`src/rtl/nv_nvdla_cdma_sreg_pkg.sv`:
```
// Shared constants for the CDMA single register block: CSB offsets, field positions, reset values.
package nv_nvdla_cdma_sreg_pkg;

  localparam logic [11:0] SREG_OFF_STATUS   = 12'h000;
  localparam logic [11:0] SREG_OFF_POINTER  = 12'h004;
  localparam logic [11:0] SREG_OFF_ARB_ALS  = 12'h008;
  localparam logic [11:0] SREG_OFF_FLUSH    = 12'h00C;
  localparam logic [11:0] SREG_OFF_ERR      = 12'h010;
  localparam logic [11:0] SREG_OFF_ARB_CTRL = 12'h014;
  localparam logic [11:0] SREG_OFF_ARB_BASE = 12'h020;

  localparam int SREG_PTR_CONS_LSB = 16;
  localparam int SREG_ARB_WMB_LSB  = 16;
  localparam int SREG_ERR_OFF_LSB  = 16;

  localparam int SREG_FLUSH_DONE_BIT   = 0;
  localparam int SREG_FLUSH_REQ_BIT    = 1;
  localparam int SREG_FLUSH_STICKY_BIT = 2;
  localparam int SREG_ERR_RO_BIT       = 0;
  localparam int SREG_ERR_INV_BIT      = 1;

  localparam logic [11:0] SREG_WMB_RST = 12'd3;

  function automatic logic [11:0] sreg_arb_offset(input int k);
    return SREG_OFF_ARB_BASE + 12'(4 * k);
  endfunction

endpackage

```
`src/rtl/nv_nvdla_cdma_sreg_arb_shadow.sv`:
```
// Per-channel arbiter weight/wmb shadow and live registers; shadows are copied to live while the arbiter is idle.
module nv_nvdla_cdma_sreg_arb_shadow
  import nv_nvdla_cdma_sreg_pkg::*;
#(
  parameter int NUM_CH   = 2,
  parameter int W_WEIGHT = 4
) (
  input  logic                         nvdla_core_clk,
  input  logic                         nvdla_core_rstn,
  input  logic [NUM_CH-1:0]            wr_sel,
  input  logic [W_WEIGHT-1:0]          wr_weight,
  input  logic [W_WEIGHT-1:0]          wr_wmb,
  input  logic                         arb_idle,
  output logic [NUM_CH*W_WEIGHT-1:0]   shadow_weight,
  output logic [NUM_CH*W_WEIGHT-1:0]   shadow_wmb,
  output logic [NUM_CH*W_WEIGHT-1:0]   arb_weight,
  output logic [NUM_CH*W_WEIGHT-1:0]   arb_wmb,
  output logic                         pending
);

  localparam logic [W_WEIGHT-1:0] WMB_RST = W_WEIGHT'(SREG_WMB_RST);

  logic [NUM_CH*W_WEIGHT-1:0] shadow_weight_r;
  logic [NUM_CH*W_WEIGHT-1:0] shadow_wmb_r;
  logic [NUM_CH*W_WEIGHT-1:0] live_weight_r;
  logic [NUM_CH*W_WEIGHT-1:0] live_wmb_r;
  logic                       pending_r;
  logic                       apply_s;

  assign apply_s = pending_r & arb_idle;

  // Live takes the pre-edge shadow, so a write landing on the apply edge stays pending for the next one.
  always_ff @(posedge nvdla_core_clk or negedge nvdla_core_rstn) begin
    if (!nvdla_core_rstn) begin
      shadow_weight_r <= '1;
      shadow_wmb_r    <= {NUM_CH{WMB_RST}};
      live_weight_r   <= '1;
      live_wmb_r      <= {NUM_CH{WMB_RST}};
      pending_r       <= 1'b0;
    end else begin
      for (int k = 0; k < NUM_CH; k++) begin
        if (wr_sel[k]) begin
          shadow_weight_r[k*W_WEIGHT +: W_WEIGHT] <= wr_weight;
          shadow_wmb_r[k*W_WEIGHT +: W_WEIGHT]    <= wr_wmb;
        end
      end
      if (apply_s) begin
        live_weight_r <= shadow_weight_r;
        live_wmb_r    <= shadow_wmb_r;
      end
      pending_r <= (|wr_sel) | (pending_r & ~arb_idle);
    end
  end

  assign shadow_weight = shadow_weight_r;
  assign shadow_wmb    = shadow_wmb_r;
  assign arb_weight    = live_weight_r;
  assign arb_wmb       = live_wmb_r;
  assign pending       = pending_r;

endmodule

```
`src/rtl/nv_nvdla_cdma_single_reg_v2.sv`:
```
// CDMA single register block: CSB decode, pointer, flush handshake, sticky W1C errors, irq, shadowed arbiter weights.
// Define NVDLA_CDMA_SREG_RDPIPE_EN to register reg_rd_data (one-cycle read latency); default is combinational.
module nv_nvdla_cdma_single_reg_v2
  import nv_nvdla_cdma_sreg_pkg::*;
#(
  parameter int          NUM_CH    = 2,
  parameter int          W_WEIGHT  = 4,
  parameter int          PTR_W     = 1,
  parameter int          NUM_GRP   = 2,
  parameter logic [11:0] BASE_ADDR = 12'h000
) (
  input  logic                       nvdla_core_clk,
  input  logic                       nvdla_core_rstn,
  input  logic [11:0]                reg_offset,
  input  logic                       reg_wr_en,
  input  logic [31:0]                reg_wr_data,
  output logic [31:0]                reg_rd_data,
  input  logic [2*NUM_GRP-1:0]       status,
  input  logic [PTR_W-1:0]           consumer,
  input  logic                       flush_done,
  input  logic                       arb_idle,
  output logic [NUM_CH*W_WEIGHT-1:0] arb_weight,
  output logic [NUM_CH*W_WEIGHT-1:0] arb_wmb,
  output logic [PTR_W-1:0]           producer,
  output logic                       flush_req,
  output logic                       irq
);

  logic [11:0]                off_rel_s;
  logic                       hit_status_s, hit_ptr_s, hit_alias_s, hit_flush_s, hit_err_s, hit_ctrl_s;
  logic [NUM_CH-1:0]          arb_hit_s;
  logic [NUM_CH-1:0]          arb_wr_s;
  logic                       mapped_s, inv_set_s, ro_set_s, wr_ptr_s, wr_flush_s, wr_err_s;
  logic                       flush_rise_s, flush_set_s, done_clr_s;
  logic [NUM_CH*W_WEIGHT-1:0] shadow_weight_s, shadow_wmb_s;
  logic                       pending_s;
  logic [31:0]                arb_rd_s, rd_mux_s;
  logic                       unused_wr_data_s;

  logic [PTR_W-1:0] producer_r;
  logic             flush_req_r, flush_done_q_r, done_sticky_r, ro_wr_r, inv_wr_r, irq_r;
  logic [11:0]      bad_off_r;

  assign off_rel_s    = reg_offset - BASE_ADDR;
  assign hit_status_s = (off_rel_s == SREG_OFF_STATUS);
  assign hit_ptr_s    = (off_rel_s == SREG_OFF_POINTER);
  assign hit_alias_s  = (off_rel_s == SREG_OFF_ARB_ALS);
  assign hit_flush_s  = (off_rel_s == SREG_OFF_FLUSH);
  assign hit_err_s    = (off_rel_s == SREG_OFF_ERR);
  assign hit_ctrl_s   = (off_rel_s == SREG_OFF_ARB_CTRL);

  // Per-channel arbiter register hits.
  always_comb begin
    arb_hit_s = '0;
    for (int k = 0; k < NUM_CH; k++) begin
      arb_hit_s[k] = (off_rel_s == sreg_arb_offset(k));
    end
  end

  // Arbiter write selects; the 0x08 alias targets channel 0.
  always_comb begin
    arb_wr_s = '0;
    if (reg_wr_en) begin
      arb_wr_s    = arb_hit_s;
      arb_wr_s[0] = arb_hit_s[0] | hit_alias_s;
    end else begin
      arb_wr_s = '0;
    end
  end

  assign mapped_s   = hit_status_s | hit_ptr_s | hit_alias_s | hit_flush_s | hit_err_s | hit_ctrl_s | (|arb_hit_s);
  assign ro_set_s   = reg_wr_en & hit_status_s;
  assign inv_set_s  = reg_wr_en & ~mapped_s;
  assign wr_ptr_s   = reg_wr_en & hit_ptr_s;
  assign wr_flush_s = reg_wr_en & hit_flush_s;
  assign wr_err_s   = reg_wr_en & hit_err_s;

  assign flush_rise_s = flush_done & ~flush_done_q_r;
  assign flush_set_s  = wr_flush_s & reg_wr_data[SREG_FLUSH_REQ_BIT];
  assign done_clr_s   = wr_flush_s & reg_wr_data[SREG_FLUSH_STICKY_BIT];
  assign unused_wr_data_s = ^reg_wr_data;

  // Pointer, flush handshake, sticky event/error bits and irq; hardware sets win over software clears.
  always_ff @(posedge nvdla_core_clk or negedge nvdla_core_rstn) begin
    if (!nvdla_core_rstn) begin
      producer_r     <= '0;
      flush_req_r    <= 1'b0;
      flush_done_q_r <= 1'b0;
      done_sticky_r  <= 1'b0;
      ro_wr_r        <= 1'b0;
      inv_wr_r       <= 1'b0;
      bad_off_r      <= 12'd0;
      irq_r          <= 1'b0;
    end else begin
      flush_done_q_r <= flush_done;
      producer_r     <= wr_ptr_s ? reg_wr_data[PTR_W-1:0] : producer_r;
      flush_req_r    <= flush_set_s ? 1'b1 : (flush_rise_s ? 1'b0 : flush_req_r);
      done_sticky_r  <= flush_rise_s ? 1'b1 : (done_clr_s ? 1'b0 : done_sticky_r);
      ro_wr_r        <= ro_set_s ? 1'b1 : ((wr_err_s & reg_wr_data[SREG_ERR_RO_BIT]) ? 1'b0 : ro_wr_r);
      inv_wr_r       <= inv_set_s ? 1'b1 : ((wr_err_s & reg_wr_data[SREG_ERR_INV_BIT]) ? 1'b0 : inv_wr_r);
      bad_off_r      <= (ro_set_s | inv_set_s) ? reg_offset : bad_off_r;
      irq_r          <= done_sticky_r | ro_wr_r | inv_wr_r;
    end
  end

  nv_nvdla_cdma_sreg_arb_shadow #(
    .NUM_CH   (NUM_CH),
    .W_WEIGHT (W_WEIGHT)
  ) u_arb_shadow (
    .nvdla_core_clk  (nvdla_core_clk),
    .nvdla_core_rstn (nvdla_core_rstn),
    .wr_sel          (arb_wr_s),
    .wr_weight       (reg_wr_data[W_WEIGHT-1:0]),
    .wr_wmb          (reg_wr_data[SREG_ARB_WMB_LSB +: W_WEIGHT]),
    .arb_idle        (arb_idle),
    .shadow_weight   (shadow_weight_s),
    .shadow_wmb      (shadow_wmb_s),
    .arb_weight      (arb_weight),
    .arb_wmb         (arb_wmb),
    .pending         (pending_s)
  );

  // Arbiter register readback returns the shadow copy.
  always_comb begin
    arb_rd_s = 32'd0;
    for (int k = 0; k < NUM_CH; k++) begin
      arb_rd_s = arb_rd_s | (arb_hit_s[k] ?
                 ((32'(shadow_wmb_s[k*W_WEIGHT +: W_WEIGHT]) << SREG_ARB_WMB_LSB) |
                  32'(shadow_weight_s[k*W_WEIGHT +: W_WEIGHT])) : 32'd0);
    end
  end

  // Read mux; unmapped offsets fall through to the arbiter term, which is zero when nothing hits.
  always_comb begin
    rd_mux_s = 32'd0;
    case (off_rel_s)
      SREG_OFF_STATUS:   rd_mux_s = 32'(status);
      SREG_OFF_POINTER:  rd_mux_s = (32'(consumer) << SREG_PTR_CONS_LSB) | 32'(producer_r);
      SREG_OFF_ARB_ALS:  rd_mux_s = (32'(shadow_wmb_s[W_WEIGHT-1:0]) << SREG_ARB_WMB_LSB) |
                                    32'(shadow_weight_s[W_WEIGHT-1:0]);
      SREG_OFF_FLUSH:    rd_mux_s = {29'd0, done_sticky_r, flush_req_r, flush_done};
      SREG_OFF_ERR:      rd_mux_s = (32'(bad_off_r) << SREG_ERR_OFF_LSB) | {30'd0, inv_wr_r, ro_wr_r};
      SREG_OFF_ARB_CTRL: rd_mux_s = {31'd0, pending_s};
      default:           rd_mux_s = arb_rd_s;
    endcase
  end

`ifdef NVDLA_CDMA_SREG_RDPIPE_EN
  logic [31:0] rd_data_r;

  // Registered read data, valid the cycle after the offset is presented.
  always_ff @(posedge nvdla_core_clk or negedge nvdla_core_rstn) begin
    if (!nvdla_core_rstn) begin
      rd_data_r <= 32'd0;
    end else begin
      rd_data_r <= rd_mux_s;
    end
  end

  assign reg_rd_data = rd_data_r;
`else
  assign reg_rd_data = rd_mux_s;
`endif

  assign producer  = producer_r;
  assign flush_req = flush_req_r;
  assign irq       = irq_r;

endmodule

```
`config.mk`:
```
export PLATFORM = sky130hd
export DESIGN_NAME = nv_nvdla_cdma_single_reg_v2
export DESIGN_NICKNAME = d
export VERILOG_FILES = /design/src/rtl/nv_nvdla_cdma_sreg_pkg.sv /design/src/rtl/nv_nvdla_cdma_sreg_arb_shadow.sv /design/src/rtl/nv_nvdla_cdma_single_reg_v2.sv
export SDC_FILE = /design/constraint.sdc
export NUM_CORES = 1
export LEC_CHECK = 0
export ABC_AREA = 1
export CORE_MARGIN = 4
export CORE_UTILIZATION = 27
export CTS_BUF_LIST = sky130_fd_sc_hd__clkbuf_2 sky130_fd_sc_hd__clkbuf_4 sky130_fd_sc_hd__clkbuf_8
export CTS_CLUSTER_DIAMETER = 120
export CTS_CLUSTER_SIZE = 8
export DETAILED_ROUTE_END_ITERATION = 10
export GPL_ROUTABILITY_DRIVEN = 0
export GPL_TIMING_DRIVEN = 0
export PLACE_DENSITY_LB_ADDON = 0.15
export SLEW_MARGIN = 20
export SYNTH_ARGS = -nofsm -noshare
export SYNTH_HDL_FRONTEND = slang
export SYNTH_SLANG_ARGS = --single-unit
```
`constraint.sdc`:
```
create_clock -name nvdla_core_clk -period 1.7 [get_ports nvdla_core_clk]
set_input_delay 0.255 -clock nvdla_core_clk [delete_from_list [all_inputs] [get_ports nvdla_core_clk]]
set_output_delay 0.255 -clock nvdla_core_clk [all_outputs]
set_load 0.05 [all_outputs]
```
# Word level (Yosys, flattened, before mapping)
# Index checks and enable logic that the tools add are counted.
[word_totals]
out_inout_bits = 51
latch_bits = 0
ramBits = 0
input_bits = 54
wordCells = 72
mem_bits_ro = 0
regBits = 52
n_memories = 0
[classes]
reduce_logical = 7
n_addsub = 0
bitwise = 31
order_cmp = 0
eq_ne = 7
shift = 0
mux = 12
multipliers = 0
n_div = 0
[ops]
columns = ["operator", "count"]
rows = [
  ["$pmux 32 s6", 1],
  ["$or 20x4->20", 2],
  ["$mux 32", 1],
  ["$or 32x20->32", 1],
  ["$or 28x2->28", 1],
  ["$eq 12x4->1 const B", 2],
  ["$eq 12x5->1 const B", 2],
  ["$eq 12x6->1 const B", 2],
  ["$mux 20", 1],
  ["$or 17x1->17", 1],
  ["$and 1x1->1", 12],
  ["$eq 12x3->1 const B", 1],
  ["$logic_not 12->1", 1],
  ["$or 1x1->1", 11],
  ["$mux 1", 8],
  ["$reduce_bool 2->1", 4],
  ["$reduce_or 2->1", 2],
  ["$not 1->1", 3],
  ["$mux 2", 1],
]

# Longest topological paths before layout
# Gate-level depths: netlist (run 1).
[depth]
ltp_word = 10
ltp_mapped = 12
mapped_depth_nobuf = 12

# Hierarchy
# Synthesis (run 1) repeated with hierarchy kept, for this count alone.
[hier_totals]
hier_cells = 389
area_unflattened_um2 = 3000.4
[modules_own_cells]
columns = ["mod", "area_each_um2", "cells_per_inst", "n_inst", "seq_area_each_um2"]
rows = [
  ["nv_nvdla_cdma_single_reg_v2", 1630.3, 249, 1, 475.5],
  ["nv_nvdla_cdma_sreg_arb_shadow", 1370.1, 140, 1, 855.8],
]

# Worst setup path before layout (run 1)
# No wires, ideal clock.
[synth_path]
kind = "input to output"
from = "input reg_offset[1]"
to = "output reg_rd_data[20]"
required_time_ps = 1445
path_slack_ps = -126
path_buffers = 1
cell_stages = 6
arrival_ps = 1571
cell_sequence = "nor2_1 nand2_1 nor2_4 nand2_2 clkbuf_1 nor2_1"
[synth_between]
elab_chain_cells = 2
elab_cells_between_ends = 7
cone_classes = "eq/ne (5); mux (1); reduce/logical (1)"
[synth_lines]
columns = ["item", "line", "text"]
rows = [
  ["from (decl)", "nv_nvdla_cdma_single_reg_v2.sv:14", "input logic [11:0] reg_offset,"],
  ["$eq 12x5->1, or another cell as far along", "nv_nvdla_cdma_single_reg_v2.sv:136", "case (off_rel_s)"],
  ["$pmux 32 s6 (*)", "nv_nvdla_cdma_single_reg_v2.sv:136", ""],
  ["to (decl)", "nv_nvdla_cdma_single_reg_v2.sv:17", "output logic [31:0] reg_rd_data,"],
]
# Mark *: on every way between the ends. The rest lies on a longest branch, timed or not.

# Final worst setup path (run 1)
[layout_path]
from = "input reg_offset[11]"
to = "output reg_rd_data[1]"
[layout_between]
elab_chain_cells = 4
elab_cells_between_ends = 12
cone_classes = "eq/ne (7); mux (3); bitwise (1); reduce/logical (1)"
[layout_lines]
columns = ["item", "line", "text"]
rows = [
  ["$eq 12x6->1", "nv_nvdla_cdma_single_reg_v2.sv:56", "arb_hit_s[k] = (off_rel_s == sreg_arb_offset(k));"],
  ["$mux 32 or $mux 20 (tied branches)", "nv_nvdla_cdma_single_reg_v2.sv:127", "arb_rd_s = arb_rd_s | (arb_hit_s[k] ?"],
  ["$or 32x20->32", "nv_nvdla_cdma_single_reg_v2.sv:127", ""],
  ["$pmux 32 s6 (*)", "nv_nvdla_cdma_single_reg_v2.sv:136", ""],
]
# Marked as above.

==> results of run 1 <==
power by group:
group | internal, uW | switching (uW) | leakage [uW]
combinational | 130 | 212 | 0.00144
clock | 454 | 416 | 0.0000586
sequential | 1270 | 17.6 | 0.000589
area by class of cell:
type | instances | area share (%)
Tap cell | 136 | 4.07
Clock inverter | 2 | 0.838
Timing Repair Buffer | 73 | 18.1
Multi-Input combinational cell | 233 | 33.7
Clock buffer | 6 | 1.83
Inverter | 51 | 5.30
Buffer | 23 | 4.19
Sequential cell | 52 | 31.8
Timing Repair inverter | 1 | 0.0898
critical path, stage by stage:
cell and delay [ns]:
buf_6 0.10, nor2_4 0.12, nand2_4 0.10, nor2_4 0.20
nand2_4 0.10, nand2_4 0.10, nor2_8 0.06, buf_12 0.12
nand4_1 0.06, nand2_1 0.09, inv_2 0.07, buf_8 0.14
layer usage:
layer  routed length [um]  part of all wire [%]  up-vias
li1                     -                     -     1236
met3                  250                   3.2        6
met4                   87                   1.1        0
met1                 3540                    45     1222
met5                    0                     0        -
met2                 3920                    50       51
sequential cells by signal, summed over array words and instances (netlist names), 8 cells and up:
name and flops:
u_arb_shadow.shadow_wmb 8, bad_off_r 12, u_arb_shadow.shadow_weight 8, u_arb_shadow.arb_wmb 8, u_arb_shadow.arb_weight 8
placed cells by master (no fill, tap or decap), drive strengths merged, types with 2 or more instances in the layout:
| cell type | instances |
|---|---|
| mux2 | 13 |
| clkdlybuf4s50 | 16 |
| o21ai | 26 |
| dfstp | 24 |
| dlygate4sd2 | 19 |
| nand3b | 2 |
| inv | 50 |
| nand2 | 113 |
| buf | 60 |
| nand3 | 21 |
| o22ai | 3 |
| nand4 | 8 |
| clkbuf | 7 |
| dfrtp | 28 |
| conb | 16 |
| nor2 | 27 |
| clkinv | 3 |
metrics by stage:
step	setup TNS, ns	instances
floorplan	-1.01	359
global placement	-80.39	559
detailed placement	-29.70	559
CTS	-0.365	575
global route	-0.930	577
finish	-0.391	577
worst paths after layout:
check / start / to / slack, ns / cells past startpoint
worst max register to register: u_arb_shadow.pending$_DFF_PN0_ / u_arb_shadow.arb_wmb[6]$_DFFE_PN0P_ / 0.22 / 3
worst min register to register: ro_wr_r$_DFFE_PN0P_ / irq$_DFF_PN0_ / 0.48 / 2
max in group asynchronous: nvdla_core_rstn / inv_wr_r$_DFFE_PN0P_ / 1.28 / 1
worst max-delay path: reg_offset[11] / reg_rd_data[1] / -0.07 / 12
worst min-delay path: nvdla_core_rstn / u_arb_shadow.arb_wmb[2]$_DFFE_PN0P_ / -0.02 / 1
min in group nvdla_core_clk: reg_offset[7] / bad_off_r[7]$_DFFE_PN0P_ / 0.15 / 3
repair_timing:
| action | CTS | global route |
|---|---|---|
| gates cloned | 1 | 0 |
| pin swaps | 26 | 18 |
| gates resized for setup | 226 | 60 |
| buffers inserted | 7 | 2 |
| endpoints found under the setup margin | 49 | 20 |
cells by family after synthesis:
kind of cell	share of synthesized area, %
other cells	0.131
mux	5.48
buf+inv	12.7
simple gates	27.8
flops	46.6
compound gates	7.19
==> results.py, run 1 <==
metrics = {
    "critical_path": {
        "required_ns": 1.44,
        "arrival_ns": 1.52,
        "worstPathMaxFanout": 5,
        "critPathKind": "primary input to primary output",
        "startpoint_type": "primary input",
        "cp-end-kind": "primary output",
    },
    "finish": {
        "diodes": 0,
        "nFillCells": 1074,
        "finalNetCount": 494,
        "fin_util_pct": 40.5,
        "layout-area-overhead-vs-synth_pct": 46.5,
        "stdcell_area_mm2": 0.00418,
        "multi_input_area_mm2": 0.00141,
        "seqCellArea_mm2": 0.00133,
        "drive_gt1_share_pct": 41.7,
    },
    "placed_design": {
        "hpwl_um": 5620,
        "pre_cts_ws_ns": -1.29,
        "dpl_cell_area_mm2": 0.00372,
        "port_buffers": 64,
    },
    "sta": {
        "slew_violations": 0,
        "max_freq_mhz": 565,
        "rsz0062_at_grt": "yes",
        "max_slew.worst_pin.slew_ns": 0.668,
        "period_needed_ns": 1.77,
        "fin_skew_ns": 0.00666,
        "maxSlewHeadroom_pct": 55.5,
        "setup_viol": 7,
        "min_period_over_period_pct": 104,
        "holdWs_ns": -0.0163,
        "finalHoldViolations": 18,
        "setup_ws_ns": -0.0707,
    },
    "die": {
        "start_util_pct": 27.6,
        "ios": 105,
        "num_rows": 37,
        "core_mm2": 0.0103,
        "die_h_um": 111,
        "die_area_mm2": 0.0123,
        "chipWidth_um": 111,
    },
    "global_route": {
        "grt_overflow": 0,
        "grt_util_all_layers_pct": 12.5,
        "met2_usage_pct": 20.8,
        "grt_first_pass_wirelength_um": 12600,
        "top_usage_layer": "met2",
        "antenna_found_initial": 0,
        "grt_pass1_vias": 2517,
        "grt_use_met3_pct": 1.97,
        "grt_max_degree": 53,
        "grt_use_met1_pct": 16.4,
    },
    "power_and_ir_drop": {
        "finalPower_uw": 2500,
        "leakage_uw": 0.00208,
        "power.density_mw_per_mm2": 598,
        "peakVddDrop_mv": 0.257,
    },
    "yosys": {
        "avgSynthCellArea_um2": 8.30,
        "yosysWarnings": 0,
        "synth.top_cells.by_count": "103 x nand2_1, 45 x inv_1, 28 x dfrtp_1",
        "yosysTopAreaCell": "dfrtp_1",
        "yosys.area.top_type_share_pct": 24.6,
        "seq_area_frac_synth_pct": 46.6,
        "yosys.cell_types.count": 32,
        "synthTopCellsByArea": "dfrtp_1 25%, dfstp_2 22%, nand2_1 14%, inv_1 5.9%, mux2_2 5.1%",
        "syn-cell-area_mm2": 0.00285,
        "async_flop_share_pct": 100,
        "synth_edf_count": 0,
        "synth_most_common_cell": "nand2_1",
        "syn_inst": 344,
        "ys_ff_latch": 52,
        "synthFlopType": "dfrtp_1",
    },
    "clock_network": {
        "numCtsBuffers": 5,
        "cts_tree": "yes",
        "cts_sinks": 52,
        "cts_root_buf": "clkbuf_8",
        "cts_hold_buf": 0,
        "clk-insertion-delay-late_ns": 0.30,
        "cts_htree_levels": 2,
        "path_clk_slew_ns": 0.09,
        "cts_max_path_buffers": 2,
    },
    "run_status": {
        "status": "complete, but fails checks",
        "failed_checks": "negative hold slack, negative setup slack",
    },
    "detailed_routing": {
        "firstDrtPassIters": 4,
        "avgViaCountPerCell": 4.36,
        "ant_nets": 0,
        "vias": 2515,
        "drtIter0Drc": 84,
        "wl_per_cell_um": 13.5,
        "postRouteWirelength_um": 7790,
        "drc_errors": 0,
    },
    "min_path": {
        "hold_path_class": "primary input to asynchronous set/reset pin",
    },
    "job": {
        "maxCapViolations": 0,
    },
}
(Power assumes the default switching activity.)
==> inputs of run 2 (changes only) <==
- GPL_TIMING_DRIVEN: 0 -> 1
==> run 2 against run 1 <==
  * Critical path depth increased by 1
  * Global-route usage up 0.37 points
  * Clock-buffer cell count unchanged
  * The run ends with negative setup slack left
  * Clock power is 13% lower
==> results.py, run 2 (synthesis results as in run 1) <==
metrics = {
    "global_route": {
        "grt_first_pass_wirelength_um": 13000,
        "grt_max_degree": 53,
        "antenna_found_initial": 0,
        "grt_overflow": 0,
        "grt_pass1_vias": 2563,
        "grt_util_all_layers_pct": 12.8,
    },
    "die": {
        "die_h_um": 111,
        "ios": 105,
        "num_rows": 37,
        "die_area_mm2": 0.0123,
        "start_util_pct": 27.6,
        "chipWidth_um": 111,
        "core_mm2": 0.0103,
    },
    "clock_network": {
        "cts_max_path_buffers": 2,
        "path_clk_slew_ns": 0.09,
        "cts_sinks": 52,
        "cts_tree": "yes",
        "cts_htree_levels": 2,
        "clk-insertion-delay-late_ns": 0.31,
        "numCtsBuffers": 5,
        "cts_root_buf": "clkbuf_8",
    },
    "min_path": {
        "hold_path_class": "primary input to flip-flop",
    },
    "finish": {
        "seqCellArea_mm2": 0.00133,
        "diodes": 0,
        "final_common_cell": "nand2_1",
        "largest_register_ffs": 12,
        "layout-area-overhead-vs-synth_pct": 53.4,
        "top_register": "bad_off_r",
        "nFillCells": 1062,
        "multi_input_area_mm2": 0.00140,
        "stdcell_area_mm2": 0.00438,
        "drive_gt1_share_pct": 45.5,
        "finalNetCount": 495,
        "fin_util_pct": 42.4,
        "final_cell_mix": "94 x nand2_1, 31 x inv_1, 30 x buf_4",
    },
    "detailed_routing": {
        "wl_met1_um": 3370,
        "ant_nets": 0,
        "avgViaCountPerCell": 4.29,
        "wl_per_cell_um": 13.3,
        "wl_met2_um": 3880,
        "firstDrtPassIters": 4,
        "postRouteWirelength_um": 7690,
        "drtIter0Drc": 72,
        "wl_met3_um": 366,
        "vias": 2482,
        "drc_errors": 0,
        "highest_layer": "met4",
    },
    "run_status": {
        "status": "complete, but fails checks",
        "failed_checks": "negative setup slack",
    },
    "sta": {
        "tns_ns": -0.440,
        "rsz0062_at_grt": "yes",
        "maxSlewHeadroom_pct": 66.0,
        "min_period_over_period_pct": 105,
        "max_slew.worst_pin.slew_ns": 0.508,
        "slew_violations": 0,
        "setup_ws_ns": -0.0893,
        "max_freq_mhz": 559,
        "period_needed_ns": 1.79,
        "fin_skew_ns": 0.00894,
        "setup_viol": 8,
        "finalHoldViolations": 0,
    },
    "critical_path": {
        "r2r_cells": 3,
        "arrival_ns": 1.53,
        "crit_start": "reg_offset[1]",
        "critPathCapture": "reg_rd_data[2]",
        "critPathKind": "primary input to primary output",
        "cp-end-kind": "primary output",
        "r2r-end": "u_arb_shadow.arb_wmb[3]$_DFFE_PN0P_",
        "startpoint_type": "primary input",
        "worstPathMaxFanout": 8,
        "r2r_start": "u_arb_shadow.pending$_DFF_PN0_",
        "required_ns": 1.44,
        "r2r_slack_ns": 0.57,
    },
    "placed_design": {
        "hpwl_um": 5810,
        "dpl_cell_area_mm2": 0.00401,
        "port_buffers": 64,
    },
    "power_and_ir_drop": {
        "finalPower_uw": 2360,
        "peakVddDrop_mv": 0.274,
        "power.density_mw_per_mm2": 539,
        "leakage_uw": 0.00207,
    },
    "job": {
        "maxCapViolations": 0,
    },
}
==> run 2: changes by cell type in the layout (fill, tap and decap cells not counted), sizes merged <==
cell	delta
buf	+20
bufinv	-1
clkbuf	-1
clkinvlp	+2
dlygate4sd2	-19
dlygate4sd3	+1
inv	-1
==> run 2: layer usage <==
metal,up-vias,global-route usage (%)
li1,1234,-
met1,1189,16.9
met2,54,21.6
met3,5,2.29
met4,0,3.45
met5,-,0
==> run 2: area by class of cell <==
type	count	share of cell area, %
clock inverter	2	0.343
timing repair inverter	1	0.200
inverter	51	4.89
multi-input combinational	233	32.0
sequential	52	30.4
clock buffer	6	1.89
timing repair buffer	97	26.4
tap	136	3.89
==> run 2: worst min path at each step <==
stage | startpoint | to | slack (ns) | cells after the start
5_1_grt | reg_offset[9] | bad_off_r[9]$_DFFE_PN0P_ | 0.16 | 3
6_report | reg_offset[9] | bad_off_r[9]$_DFFE_PN0P_ | 0.16 | 3
3_3_place_gp | nvdla_core_rstn | u_arb_shadow.arb_wmb[6]$_DFFE_PN0P_ | 0.27 | 2
3_5_place_dp | nvdla_core_rstn | u_arb_shadow.arb_wmb[6]$_DFFE_PN0P_ | 0.27 | 2
2_1_floorplan | nvdla_core_rstn | bad_off_r[0]$_DFFE_PN0P_ | -0.04 | 0
4_1_cts | reg_offset[7] | bad_off_r[7]$_DFFE_PN0P_ | 0.17 | 3
==> run 2: critical path, cell delays in order <==
cell and delay [ns]:
buf_8 0.10, buf_6 0.11, inv_2 0.04, nand2_2 0.05, nor2_4 0.19, nand3_4 0.12
nand2_4 0.11, nor2_8 0.04, buf_6 0.13, nand4_1 0.10, nand2_1 0.08, inv_2 0.07
buf_12 0.13
==> run 2: where the power goes <==
| part | internal [uW] | switching, uW |
|---|---|---|
| sequential | 1270 | 16.7 |
| clock | 331 | 424 |
| combinational | 105 | 211 |
| total | 1710 | 651 |
==> run 2: what timing repair did <==
item	4_1_cts	5_1_grt
setup buffers	4	3
resized for setup	112	21
endpoints found under the hold margin	28	0
hold buffers	1	0
cloned	1	0
endpoints found under the setup margin	45	16
pin swaps	29	22
==> run 2: metrics by stage <==
stage / worst slack, ns / hold slack (ns) / std cells
2_1_floorplan: -0.126 / -0.0406 / 359
3_3_place_gp: -0.579 / 0.271 / 561
3_5_place_dp: -0.590 / 0.274 / 561
4_1_cts: -0.106 / 0.168 / 575
5_1_grt: -0.182 / 0.163 / 578
6_report: -0.0893 / 0.161 / 578
==> inputs of run 3 (changes only) <==
- ABC_AREA: 1 -> default
- HOLD_SLACK_MARGIN: default -> 0.1
- SKIP_CTS_REPAIR_TIMING: default -> 1
==> run 3 against run 2 <==
  * The flow still finishes with violations (negative setup slack)
  * Sequential cell count unchanged
  * Synthesized area is 1.1% lower
  * Largest cell class unchanged
  * Clock power about the same
  * Highest routed layer unchanged
  * Sequential power barely moved
  * Cell count shrank 17%
  * Hold slack better by 0.0013 ns
  * Setup slack worse by 0.051 ns
  * Die area decreased by 0.97%
==> results.py, run 3 <==
metrics = {
    "placed_design": {
        "port_buffers": 64,
        "hpwl_um": 5830,
        "dp.cells": 462,
        "dpl_cell_area_mm2": 0.00415,
    },
    "sta": {
        "setup_ws_ns": -0.140,
        "slew_violations": 0,
        "rsz0062_at_grt": "yes",
        "min_period_over_period_pct": 108,
        "setup_viol": 16,
        "period_needed_ns": 1.84,
        "finalHoldViolations": 0,
        "max_freq_mhz": 543,
        "fin_skew_ns": 0.00966,
    },
    "global_route": {
        "antenna_found_initial": 0,
        "grt_pass1_vias": 2155,
        "grt_max_degree": 53,
        "grt_util_all_layers_pct": 12.8,
        "grt_overflow": 0,
        "grt_first_pass_wirelength_um": 11600,
    },
    "power_and_ir_drop": {
        "pwr-share-clk_pct": 30.8,
        "p_seq_share_pct": 53.1,
        "intPower_uw": 1740,
        "switchingPower_uw": 701,
        "swShare_pct": 28.8,
        "peakVddDrop_mv": 0.344,
        "leakage_uw": 0.00200,
        "power.density_mw_per_mm2": 551,
        "combinationalPowerShare_pct": 16.1,
    },
    "yosys": {
        "yosysWarnings": 0,
        "synth_most_common_cell": "dfrtp_1",
        "seq_area_frac_synth_pct": 47.1,
        "ys_ff_latch": 52,
        "syn-cell-area_mm2": 0.00282,
        "synth.top_cells.by_count": "28 x dfrtp_1, 24 x dfstp_2, 19 x mux2_2, 19 x nand2_1",
        "synthFlopType": "dfrtp_1",
        "yosys.area.top_type_share_pct": 24.8,
        "synth_edf_count": 0,
        "yosys.cell_types.count": 52,
        "syn_inst": 237,
        "synthTopCellsByArea": "dfrtp_1 25%, dfstp_2 22%, mux2_4 8.5%, mux2_2 7.6%, buf_4 4.3%",
        "yosysTopAreaCell": "dfrtp_1",
        "avgSynthCellArea_um2": 11.9,
        "async_flop_share_pct": 100,
    },
    "critical_path": {
        "max_stage_delay_ns": 0.56,
        "startpoint_type": "flip-flop",
        "cp-end-kind": "primary output",
        "crit_slowest_cell": "dfstp_2",
        "worstPathMaxFanout": 3,
        "r2r_start": "u_arb_shadow.pending$_DFF_PN0_",
        "arrival_ns": 1.59,
        "required_ns": 1.44,
        "critPathKind": "flip-flop to primary output",
        "crit_start": "u_arb_shadow.shadow_weight[6]$_DFFE_PN1P_",
        "crit_path_cell_trace": "nand3b_1, o21ai_1, nand4_1, a31oi_4, buf_12",
    },
    "detailed_routing": {
        "vias": 2175,
        "ant_nets": 0,
        "avgViaCountPerCell": 4.55,
        "firstDrtPassIters": 4,
        "drc_errors": 0,
        "postRouteWirelength_um": 7590,
        "drtIter0Drc": 54,
        "wl_per_cell_um": 15.9,
    },
    "clock_network": {
        "cts_max_path_buffers": 2,
        "cts_htree_levels": 2,
        "cts_tree": "yes",
        "path_clk_slew_ns": 0.11,
        "cts_sinks": 52,
        "numCtsBuffers": 5,
        "clk-insertion-delay-late_ns": 0.31,
        "cts_root_buf": "clkbuf_8",
    },
    "finish": {
        "final_cell_mix": "42 x buf_4, 32 x buf_12, 28 x dfrtp_1",
        "layout-area-overhead-vs-synth_pct": 56.6,
        "finalNetCount": 395,
        "stdcell_area_mm2": 0.00442,
        "final_cells": 478,
        "diodes": 0,
        "top_register": "bad_off_r",
        "drive_gt1_share_pct": 56.4,
        "nFillCells": 989,
        "largest_register_ffs": 12,
        "final_common_cell": "buf_4",
    },
    "die": {
        "ios": 105,
        "num_rows": 37,
        "core_mm2": 0.0103,
        "start_util_pct": 27.5,
        "die_area_mm2": 0.0122,
        "chipWidth_um": 110,
        "die_h_um": 110,
    },
    "min_path": {
        "hold_path_class": "primary input to flip-flop",
        "hold_start": "reg_offset[9]",
    },
    "run_status": {
        "status": "complete, but fails checks",
        "failed_checks": "negative setup slack",
    },
    "job": {
        "maxCapViolations": 0,
    },
}
-- run 3: cell count changes in the layout (fill, tap and decap cells not counted), moves of 10 or more --
cell / before / now
mux2_4: 0 / 16
nand2_1: 94 / 16
nand3_1: 17 / 4
and2_4: 0 / 10
inv_2: 14 / 0
buf_4: 30 / 42
inv_1: 31 / 7
-- run 3: layout make-up --
cell class	instances	area (um2)	share of cell area [%]
Clock buffer	5	68.8	1.56
Clock inverter	3	26.3	0.594
Inverter	7	26.3	0.594
Multi-Input combinational cell	166	1500	33.8
Sequential cell	52	1330	30.1
Tap cell	136	170	3.85
Timing Repair Buffer	109	1310	29.5
-- run 3: layer usage --
layer	vias up	GRT usage [%]	share of wire, %
li1	1019	-	-
met2	59	20.5	49
met4	0	4.75	1.8
met3	7	2.10	4.3
met5	-	0	0
met1	1090	17.5	45
-- run 3: kinds of logic (layout without fill, tap and decap cells) --
| kind of cell | Yosys count | count (layout) | share of synthesized area, % |
|---|---|---|---|
| AOI/OAI and AO/OA | 33 | 33 | 7.89 |
| xor gates and xnor gates | 1 | 1 | 0.310 |
| adders and majority gates | 1 | 1 | 0.354 |
| buffers and inverters | 34 | 124 | 7.67 |
| DFF | 52 | 52 | 47.1 |
| muxes | 47 | 47 | 20.5 |
| other | 1 | 16 | 0.133 |
| and+or+nand+nor | 68 | 68 | 16.0 |
-- run 3: critical path: cells and delay by family, from the launching register on --
kind | cells | cell delay (ns)
DFF | 1 | 0.56
AOI/OAI and AO/OA | 2 | 0.33
and+or+nand+nor | 2 | 0.22
buffers and inverters | 1 | 0.16
-- run 3: path summary, 6_finish.rpt --
check / to / slack (ns) / cells after the start
worst max-delay path: reg_rd_data[2] / -0.14 / 5
worst min-delay path: bad_off_r[9]$_DFFE_PN0P_ / 0.16 / 2
worst max register to register: u_arb_shadow.arb_wmb[6]$_DFFE_PN0P_ / 0.56 / 3
worst min register to register: bad_off_r[11]$_DFFE_PN0P_ / 0.50 / 1
max in group asynchronous: u_arb_shadow.shadow_weight[5]$_DFFE_PN1P_ / 0.95 / 3
min in group asynchronous: u_arb_shadow.arb_wmb[7]$_DFFE_PN0P_ / 0.44 / 3
-- run 3: power by group through the flow --
stage | registers, uW | logic, uW | clock network [uW]
final | 1290 | 394 | 751
after floorplan | 1310 | 214 | 0
after detailed placement | 1310 | 381 | 0
after global placement | 1310 | 380 | 0
after CTS | 1290 | 383 | 796
after global routing | 1300 | 423 | 834
-- run 3: through the flow --
step / hold slack [ns] / setup slack, ns / util [%] / total power, uW / setup TNS [ns]
CTS: -0.0825 / -0.575 / 41.3 / 2470 / -12.15
finish: 0.162 / -0.140 / 43.0 / 2440 / -0.747
floorplan: -0.0406 / -0.106 / - / 1520 / -0.518
detailed placement: 0.279 / -0.604 / 40.4 / 1690 / -23.01
global placement: 0.272 / -0.567 / 40.4 / 1690 / -23.08
global route: 0.152 / -0.221 / 43.0 / 2560 / -1.67
